File: config.mk
export PLATFORM = sky130hd
export DESIGN_NAME = hdlc_tx_framer
export DESIGN_NICKNAME = d
export VERILOG_FILES = /design/src/rtl/hdlc_tx_framer.sv
export SDC_FILE = /design/constraint.sdc
export NUM_CORES = 1
export LEC_CHECK = 0
export ABC_AREA = 0
export BUFFER_PORTS_ARGS = -buffer_cell sky130_fd_sc_hd__buf_2
export CAP_MARGIN = 20
export CORE_MARGIN = 2
export CORE_UTILIZATION = 35
export DETAILED_ROUTE_END_ITERATION = 8
export PLACE_DENSITY_LB_ADDON = 0.2
export RECOVER_POWER = 100
export SLEW_MARGIN = 20
export SYNTH_ARGS = -nofsm -noshare
export SYNTH_HDL_FRONTEND = slang
export SYNTH_SLANG_ARGS = --single-unit
File: constraint.sdc
create_clock -name Clk -period 4.01 [get_ports Clk]
set_input_delay 0 -clock Clk [delete_from_list [all_inputs] [get_ports Clk]]
set_output_delay 0 -clock Clk [all_outputs]
set_load 0.01 [all_outputs]
File: src/rtl/hdlc_tx_framer.sv
// rtl/hdlc_tx_framer.sv - HDLC bit-level transmit framer: flags, zero stuffing, abort, idle ones
module hdlc_tx_framer #(
  parameter int STUFF_RUN  = 5,
  parameter int ABORT_ONES = 7
) (
  input  logic       Clk,
  input  logic       Rst,
  input  logic       TxEN,
  input  logic       Tx_ValidFrame,
  input  logic       Tx_DataAvail,
  input  logic [7:0] Tx_Data,
  input  logic       Tx_AbortFrame,
  output logic       Tx_RdBuff,
  output logic       Tx,
  output logic       Tx_Busy,
  output logic       Tx_Done,
  output logic       Tx_AbortedTrans
);

  typedef enum logic [2:0] {IDLE, OPEN, DATA, CLOSE, ABORT} txState_t;

  localparam logic [7:0] FLAG      = 8'h7E;
  localparam logic [2:0] STUFF_AT  = 3'(STUFF_RUN);
  localparam logic [3:0] ABORT_END = 4'(ABORT_ONES + 1);

  txState_t   state, stateNext;
  logic [3:0] bitCnt, bitCntNext;
  logic [2:0] onesCnt, onesCntNext;
  logic [7:0] shreg, shregNext;
  logic       abortPend, abortPendNext;
  logic       txNext, rdBuffNext, doneNext, abortedNext;
  logic       inFrame, endOfByte;

  always_ff @(posedge Clk or negedge Rst) begin
    if (!Rst) begin
      state           <= IDLE;
      bitCnt          <= 4'd0;
      onesCnt         <= 3'd0;
      shreg           <= 8'h00;
      abortPend       <= 1'b0;
      Tx              <= 1'b1;
      Tx_RdBuff       <= 1'b0;
      Tx_Busy         <= 1'b0;
      Tx_Done         <= 1'b0;
      Tx_AbortedTrans <= 1'b0;
    end else begin
      state           <= stateNext;
      bitCnt          <= bitCntNext;
      onesCnt         <= onesCntNext;
      shreg           <= shregNext;
      abortPend       <= abortPendNext;
      Tx              <= txNext;
      Tx_RdBuff       <= rdBuffNext;
      Tx_Busy         <= (stateNext != IDLE);
      Tx_Done         <= doneNext;
      Tx_AbortedTrans <= abortedNext;
    end
  end

  // Each segment decides its successor on the edge that emits its last bit,
  // so the next segment's first bit follows with no gap on the line.
  always_comb begin
    stateNext     = state;
    bitCntNext    = bitCnt;
    onesCntNext   = onesCnt;
    shregNext     = shreg;
    abortPendNext = abortPend;
    txNext        = Tx;
    rdBuffNext    = 1'b0;
    doneNext      = 1'b0;
    abortedNext   = 1'b0;
    endOfByte     = 1'b0;
    inFrame       = (state == OPEN) || (state == DATA) || (state == CLOSE);

    if (state == IDLE) begin
      abortPendNext = 1'b0;
    end else if (inFrame && Tx_AbortFrame) begin
      abortPendNext = 1'b1;
    end

    if (TxEN) begin
      if (inFrame && abortPend) begin
        stateNext     = ABORT;
        bitCntNext    = 4'd1;
        txNext        = 1'b0;
        abortPendNext = 1'b0;
      end else begin
        case (state)
          IDLE: begin
            txNext = 1'b1;
            if (Tx_ValidFrame) begin
              stateNext  = OPEN;
              bitCntNext = 4'd0;
            end
          end
          OPEN: begin
            txNext     = FLAG[bitCnt[2:0]];
            bitCntNext = bitCnt + 4'd1;
            if (bitCnt == 4'd7) begin
              bitCntNext = 4'd0;
              if (Tx_DataAvail) begin
                shregNext   = Tx_Data;
                rdBuffNext  = 1'b1;
                onesCntNext = 3'd0;
                stateNext   = DATA;
              end else if (!Tx_ValidFrame) begin
                stateNext = IDLE;
              end
            end
          end
          DATA: begin
            if (onesCnt == STUFF_AT) begin
              txNext      = 1'b0;
              onesCntNext = 3'd0;
              endOfByte   = (bitCnt == 4'd8);
            end else begin
              txNext      = shreg[0];
              shregNext   = {1'b0, shreg[7:1]};
              bitCntNext  = bitCnt + 4'd1;
              onesCntNext = shreg[0] ? onesCnt + 3'd1 : 3'd0;
              endOfByte   = (bitCnt == 4'd7) && (onesCntNext != STUFF_AT);
            end
            if (endOfByte) begin
              bitCntNext = 4'd0;
              if (Tx_DataAvail) begin
                shregNext  = Tx_Data;
                rdBuffNext = 1'b1;
              end else if (!Tx_ValidFrame) begin
                stateNext = CLOSE;
              end else begin
                stateNext = ABORT;
              end
            end
          end
          CLOSE: begin
            if (bitCnt == 4'd8) begin
              txNext     = 1'b1;
              doneNext   = 1'b1;
              bitCntNext = 4'd0;
              stateNext  = IDLE;
            end else begin
              txNext     = FLAG[bitCnt[2:0]];
              bitCntNext = bitCnt + 4'd1;
            end
          end
          ABORT: begin
            if (bitCnt == ABORT_END) begin
              txNext      = 1'b1;
              abortedNext = 1'b1;
              bitCntNext  = 4'd0;
              stateNext   = IDLE;
            end else begin
              txNext     = (bitCnt != 4'd0);
              bitCntNext = bitCnt + 4'd1;
            end
          end
          default: begin
            stateNext = IDLE;
            txNext    = 1'b1;
          end
        endcase
      end
    end
  end

endmodule

==> qor.txt, run 1 <==
Chip width -> 70.9 µm
Area share of the largest cell type after synthesis -> 36.8%
CTS tree -> built
Pwr/cell area -> 466 nW/µm²
Sw frac -> 35.2%
DRC violations left -> 0
Site row count -> 24
DP HPWL -> 2.70 mm
Cell Area, Synth -> 1570 µm²
Distinct cells, synth -> 56
CTS Root Cell -> clkbuf_8
Slew Limit Fails -> 0
Status -> completed
Avg Synthesized Cell Area -> 9.26 µm²
Max clock buf depth -> 2
Via count -> 1371
Vias in the first global route -> 1375
Slew HR -> 14.4%
CP Data Arrival Time -> 2.74 ns
Register area -> 602 µm²
Worst Path Max Fanout -> 17
Worst setup SP type -> flip-flop
Final #Nets -> 212
Commonest cells post-synth -> dfrtp_1, nand3_1, nand2_1
GPL Wtd Cong -> 0.778
Setup crit start -> state[1]
Crit path to -> onesCnt[0]
FF+latch count, synth -> 24
First-pass GRT wire length -> 6.37 mm
DRT antenna net count -> 0
Fin crit share -> 63.4%
Clock period minus worst slack -> 2.54 ns
PortBufs -> 18
Drt wl/cell -> 15.0 µm
Core Area -> 4320 µm²
Clock power share -> 25.4%
Worst reg-to-reg path cell count -> 5
Sequential Power Share -> 41.7%
Worst-Margin Slew -> 1.28 ns
CTS H-tree depth -> 1
Drt via density -> 5.60
# IOs -> 19
WS Path Type -> reg2reg
GRT Util Overall -> 15.5%
Most numerous cell in the Yosys netlist -> dfrtp_1
Clk_skew -> 0.00717 ns
RR Endpoint -> onesCnt[0]
Setup violations, final -> 0
Die ar. -> 5020 µm²
Initial DRC count -> 70
Fin. Hold Viols -> 0
HP Class -> in2reg
Sequential fraction of the synthesis area -> 38.4%
Synthesis-to-finish area growth -> 15.0%
Share of post-route cells with drive strength above 1 -> 14.0%
RSZ-0062 raised after global routing -> false
Pleak -> 0.729 nW
FILL cells -> 448
Area leader, netlist -> dfrtp_1
Inserted Diodes -> 0
Logic pwr share -> 32.8%
Max-cap violation count -> 0
CP required -> 4.20 ns
Int Power -> 0.544 mW
Area of the multi-input gates -> 857 µm²
Fin util -> 41.6%
Crit. End Element -> flip-flop
Final WL -> 3.67 mm
Final setup TNS -> 0 ns
Switching power -> 0.296 mW
Clock Latency Late Sink -> 0.27 ns
First-pass detailed-route iteration total -> 4
CTS buffer count -> 3
Antenna violations before repair -> 0
Post-CTS setup buffer count -> 0
Grt ovf -> 0
Post-synth EDFFs -> 0
Synth async-reset ratio -> 100%
Flop2flop setup slack -> 1.47 ns
VDD IR-drop max -> 0.000299 V
Yosys warnings -> 0
Main synth FF type -> dfrtp_1
Initial Utilization -> 36.2%
Top post-synthesis cells by area -> dfrtp_1, nand3_1, nand2_1
Total power -> 0.840 mW
CTS Sinks -> 24
R2r startpoint -> state[1]
Die height -> 70.9 µm
Max Fclk -> 0.393 GHz
Clk slew on worst S/H paths -> 0.09 ns
Largest net degree at the start of global routing -> 25
Syn_nets -> 187
Post-Synthesis Cells -> 169
[per-layer routing]
metal,track usage (%),up-vias,wire length [µm]
li1,-,677,-
met1,19.8,678,1690
met2,26.3,12,1850
met3,2.71,4,79
met4,5.45,0,43
met5,0,-,0
[power groups by stage]
stage | Clock, mW | Combinational, mW | Sequential [mW]
6_report | 0.214 | 0.275 | 0.350
3_5_place_dp | 0 | 0.277 | 0.355
4_1_cts | 0.219 | 0.285 | 0.350
3_3_place_gp | 0 | 0.271 | 0.352
5_1_grt | 0.234 | 0.312 | 0.362
2_1_floorplan | 0 | 0.250 | 0.318
[worst min-delay path by stage]
stage	from	end	slack, ns	cells after the start
3_3_place_gp	Rst	shreg[0]	0.02	1
6_report	Tx_DataAvail	Tx_RdBuff	0.05	3
3_5_place_dp	Rst	shreg[1]	0.02	1
2_1_floorplan	Rst	Tx_AbortedTrans	-0.30	0
4_1_cts	Tx_DataAvail	Tx_RdBuff	0.03	3
5_1_grt	Tx_DataAvail	Tx_RdBuff	0.04	3
[state kept, by name, summed over array words and instances (netlist names)]
name / cells
Tx: 1
Tx_AbortedTrans: 1
Tx_Busy: 1
Tx_Done: 1
Tx_RdBuff: 1
abortPend: 1
bitCnt: 4
onesCnt: 3
shreg: 8
state: 3
[kinds of logic (layout without fill, tap and decap cells)]
logic type                 count (synthesis)  after routing  share of synthesized area (%)
adders and majority gates                  4              4                           3.20
and+or+nand+nor                           74             74                           26.0
xor gates and xnor gates                   2              2                           1.12
AOI/OAI and AO/OA                         51             51                           26.1
DFF                                       24             24                           38.4
buffers and inverters                     14             38                           5.12
[worst max-delay path: stages, from the launching register on]
cell	delay (ns)
dfrtp_1	0.56
and4bb_1	0.43
nand3_2	0.13
a21oi_1	0.93
nand3_1	0.21
o21ai_0	0.20
[placed cells by master (no fill, tap or decap), drive strengths merged, types with 3 or more instances in the layout]
cell type / netlist / final
a21o: 5 / 5
a21oi: 6 / 6
a31oi: 3 / 3
buf: 6 / 12
clkbuf: 2 / 9
dfrtp: 23 / 23
dlygate4sd3: 0 / 10
ha: 4 / 4
inv: 6 / 6
nand2: 21 / 21
nand2b: 5 / 5
nand3: 22 / 22
nor2: 8 / 8
o211ai: 8 / 8
o21ai: 9 / 9
[timing repair]
action,in CTS,in global routing
hold buffers,10,0
resized for setup,0,0
endpoints found under the setup margin,0,0
endpoints found under the hold margin,32,0
[stage by stage]
stage	hold slack [ns]	cells	setup slack [ns]	instance area (µm²)
after floorplan	-0.296	169	2.30	1570
after global placement	0.0179	231	2.02	1660
after detailed placement	0.0236	231	1.96	1660
after CTS	0.0281	245	1.94	1830
after global routing	0.0383	245	1.19	1800
final	0.0463	245	1.47	1800
[final cells by class]
class,count,share of cell area (%)
Inverter,6,1.25
Clock buffer,3,2.29
Tap cell,52,3.61
Timing Repair Buffer,28,10.1
Clock inverter,1,1.67
Multi-Input combinational cell,131,47.6
Sequential cell,24,33.4
No activity file was read; power rests on OpenSTA's default activity.
==> inputs of run 2 (changes only) <==
- ABC_AREA: 0 -> 1
- clock period: 4.01 -> 2.3 ns (I/O delays scaled with it)
==> qor.txt, run 2 <==
Slowest-stage cell, CP -> dfrtp_1 (was a21oi_1)
Register area -> 602 µm² (unchanged)
DP HPWL -> 3.06 mm (was 2.70 mm)
VDD IR-drop max -> 0.000308 V (was 0.000299 V)
Clock Latency Late Sink -> 0.27 ns (about the same)
CTS tree -> built (unchanged)
Main synth FF type -> dfrtp_1 (unchanged)
Final setup TNS -> 0 ns (unchanged)
Chip width -> 75.8 µm (was 70.9 µm)
Area share of the largest cell type after synthesis -> 31.9% (was 36.8%)
CTS buffer count -> 3 (unchanged)
Synthesis-to-finish area growth -> 7.70% (was 15.0%)
Met3 usage -> 1.98% (was 2.71%)
Antenna violations before repair -> 0 (unchanged)
Cell Area, Synth -> 1800 µm² (was 1570 µm²)
Final #Nets -> 281 (was 212)
Post-CTS setup buffer count -> 0 (unchanged)
Top flop regs -> shreg (8), bitCnt (4) (unchanged)
Pwr/cell area -> 1000 nW/µm² (was 466 nW/µm²)
WS Path Type -> reg2reg (unchanged)
DRC violations left -> 0 (unchanged)
Clk slew on worst S/H paths -> 0.10 ns (was 0.09 ns)
Syn_nets -> 260 (was 187)
Busiest grt layer -> met2 (unchanged)
Clk_skew -> 0.0149 ns (was 0.00717 ns)
Max clock buf depth -> 2 (unchanged)
CP Cell Sequence -> ha_1 > nand2_2 > clkinv_2 > nand2_1 > nand2_2 > nand2_4 > nand2_1 > a21oi_1 > nand3_1 (was and4bb_1 > nand3_2 > a21oi_1 > nand3_1 > o21ai_0)
CTS Sinks -> 24 (unchanged)
Worst Path Max Fanout -> 13 (was 17)
Pleak -> 1.01 nW (was 0.729 nW)
First-pass GRT wire length -> 6.94 mm (was 6.37 mm)
Post-Synthesis Cells -> 242 (was 169)
Slowest stage delay, CP -> 0.43 ns (was 0.93 ns)
Largest reg by FF count -> shreg (unchanged)
Distinct cells, synth -> 32 (was 56)
FILL cells -> 562 (was 448)
Area leader, netlist -> dfrtp_1 (unchanged)
Via count -> 1559 (was 1371)
CTS H-tree depth -> 1 (unchanged)
GRT Util Overall -> 15.8% (was 15.5%)
Slew Limit Fails -> 0 (unchanged)
GPL Wtd Cong -> 0.855 (was 0.778)
Synth async-reset ratio -> 100% (unchanged)
Avg Synthesized Cell Area -> 7.45 µm² (was 9.26 µm²)
WP buf/inv -> 1 (was 0)
Max reg flops -> 8 (unchanged)
Grt met1 use -> 22.8% (was 19.8%)
First-pass detailed-route iteration total -> 6 (was 4)
Post-synth EDFFs -> 0 (unchanged)
Final WL -> 3.96 mm (was 3.67 mm)
Die height -> 75.8 µm (was 70.9 µm)
Vias in the first global route -> 1490 (was 1375)
Synth Area in XOR/XNOR -> 0.486% (was 1.12%)
Slew HR -> 8.20% (was 14.4%)
Post-synthesis compound-gate area fraction -> 7.77% (was 26.1%)
# IOs -> 19 (unchanged)
Fin crit share -> 84.2% (was 63.4%)
Commonest cells post-synth -> nand2_1, inv_1, dfrtp_1 (was dfrtp_1, nand3_1, nand2_1)
Top post-synthesis cells by area -> dfrtp_1, nand2_1, inv_1 (was dfrtp_1, nand3_1, nand2_1)
Yosys warnings -> 0 (unchanged)
RSZ-0062 raised after global routing -> false (unchanged)
Status -> completed (unchanged)
Met2 Resource Use GR -> 25.5% (was 26.3%)
Largest net degree at the start of global routing -> 25 (unchanged)
CTS Root Cell -> clkbuf_8 (unchanged)
Area of the multi-input gates -> 955 µm² (was 857 µm²)
Simple-Gate Fraction of Synth Area -> 44.2% (was 26.0%)
Site row count -> 26 (was 24)
HP Class -> in2reg (unchanged)
Share of post-route cells with drive strength above 1 -> 22.1% (was 14.0%)
Setup violations, final -> 0 (unchanged)
PortBufs -> 18 (unchanged)
Post-synthesis adder-cell area fraction -> 2.78% (was 3.20%)
Fin. Hold Viols -> 0 (unchanged)
Initial Utilization -> 35.8% (was 36.2%)
Max Fclk -> 0.516 GHz (was 0.393 GHz)
Max-cap violation count -> 0 (unchanged)
Drt via density -> 4.70 (was 5.60)
FF+latch count, synth -> 24 (unchanged)
Sequential fraction of the synthesis area -> 33.4% (was 38.4%)
Most numerous cell in the Yosys netlist -> nand2_1 (was dfrtp_1)
Final std cells w/o fill -> 332 (was 245)
Multiplexer share of the synthesized area -> 0% (unchanged)
Grt ovf -> 0 (unchanged)
Core Area -> 5040 µm² (was 4320 µm²)
DP Cell Count -> 327 (was 231)
Worst-Margin Slew -> 1.38 ns (was 1.28 ns)
Worst setup SP type -> flip-flop (unchanged)
CP Data Arrival Time -> 2.07 ns (was 2.74 ns)
Most frequent cells in the layout -> nand2_1, inv_1, dfrtp_1 (was dfrtp_1, nand3_1, nand2_1)
CP required -> 2.44 ns (was 4.20 ns)
Drt wl/cell -> 11.9 µm (was 15.0 µm)
Initial DRC count -> 75 (was 70)
DRT antenna net count -> 0 (unchanged)
Inserted Diodes -> 0 (unchanged)
Largest family of logic cells by synthesized area -> simple AND/OR/NAND/NOR gates (was compound AO/OA/AOI/OAI gates)
Die ar. -> 5740 µm² (was 5020 µm²)
Most common cell after layout, fill and taps aside -> nand2_1 (was dfrtp_1)
Crit. End Element -> flip-flop (unchanged)
Clock period minus worst slack -> 1.94 ns (was 2.54 ns)
Largest delay share family, worst path -> simple AND/OR/NAND/NOR gates (was compound AO/OA/AOI/OAI gates)
## run 2: metrics by stage
stage	hold WS [ns]	utilization (%)	power (mW)	setup WS [ns]	cell area [µm²]
after global placement	0.0320	38.4	1.73	0.517	1940
after detailed placement	0.0395	38.4	1.73	0.475	1940
after global routing	0.0487	38.5	2.16	0.165	1940
after CTS	0.0477	39.5	2.00	0.430	1990
final	0.0480	38.5	1.95	0.363	1940
after floorplan	-0.296	-	1.54	0.732	1800
## run 2: worst min-delay path, stage by stage
cell and delay (ns):
buf_2 0.07, nand3b_1 0.09, nand3_1 0.07, nand2_1 0.06
## run 2: where the power goes
part | internal, mW | switching (mW)
registers | 0.576 | 0.139
logic | 0.338 | 0.633
clock network | 0.124 | 0.137
total | 1.04 | 0.909
## run 2: path summary, 6_finish.rpt
| kind | cells after the start | slack, ns | from | endpoint |
|---|---|---|---|---|
| min reg2reg | 2 | 0.47 | Tx | Tx |
| max in group asynchronous | 2 | 0.91 | Rst | bitCnt[0] |
| min in group asynchronous | 2 | 0.57 | Rst | shreg[7] |
| min | 4 | 0.05 | Tx_Data[3] | shreg[3] |
| max | 9 | 0.36 | onesCnt[0] | Tx_Busy |
| max reg2reg | 9 | 0.36 | onesCnt[0] | Tx_Busy |
## run 2: cells by family after synthesis
logic type	Yosys count
flip-flops	24
XOR/XNOR	1
buffers and inverters	44
AO/OA/AOI/OAI	20
adder cells (fa/ha/maj)	4
AND/OR/NAND/NOR	149
## run 2: repair_timing
action	in CTS	in global routing
endpoints found under the hold margin	23	0
resized for setup	0	0
hold buffers	1	0
## run 2: area by class of cell
cell class,instances,area share [%]
Tap cell,70,4.51
Inverter,41,8.25
Sequential cell,24,31.0
Timing Repair Buffer,19,4.77
Clock buffer,4,2.32
Multi-Input combinational cell,174,49.2
## run 2: layer usage
metal,part of all wire [%],routed length (µm),vias to the layer above
li1,-,-,799
met1,50,1960,729
met2,46,1830,29
met3,3.5,140,2
met4,0.68,27,0
met5,0,0,-
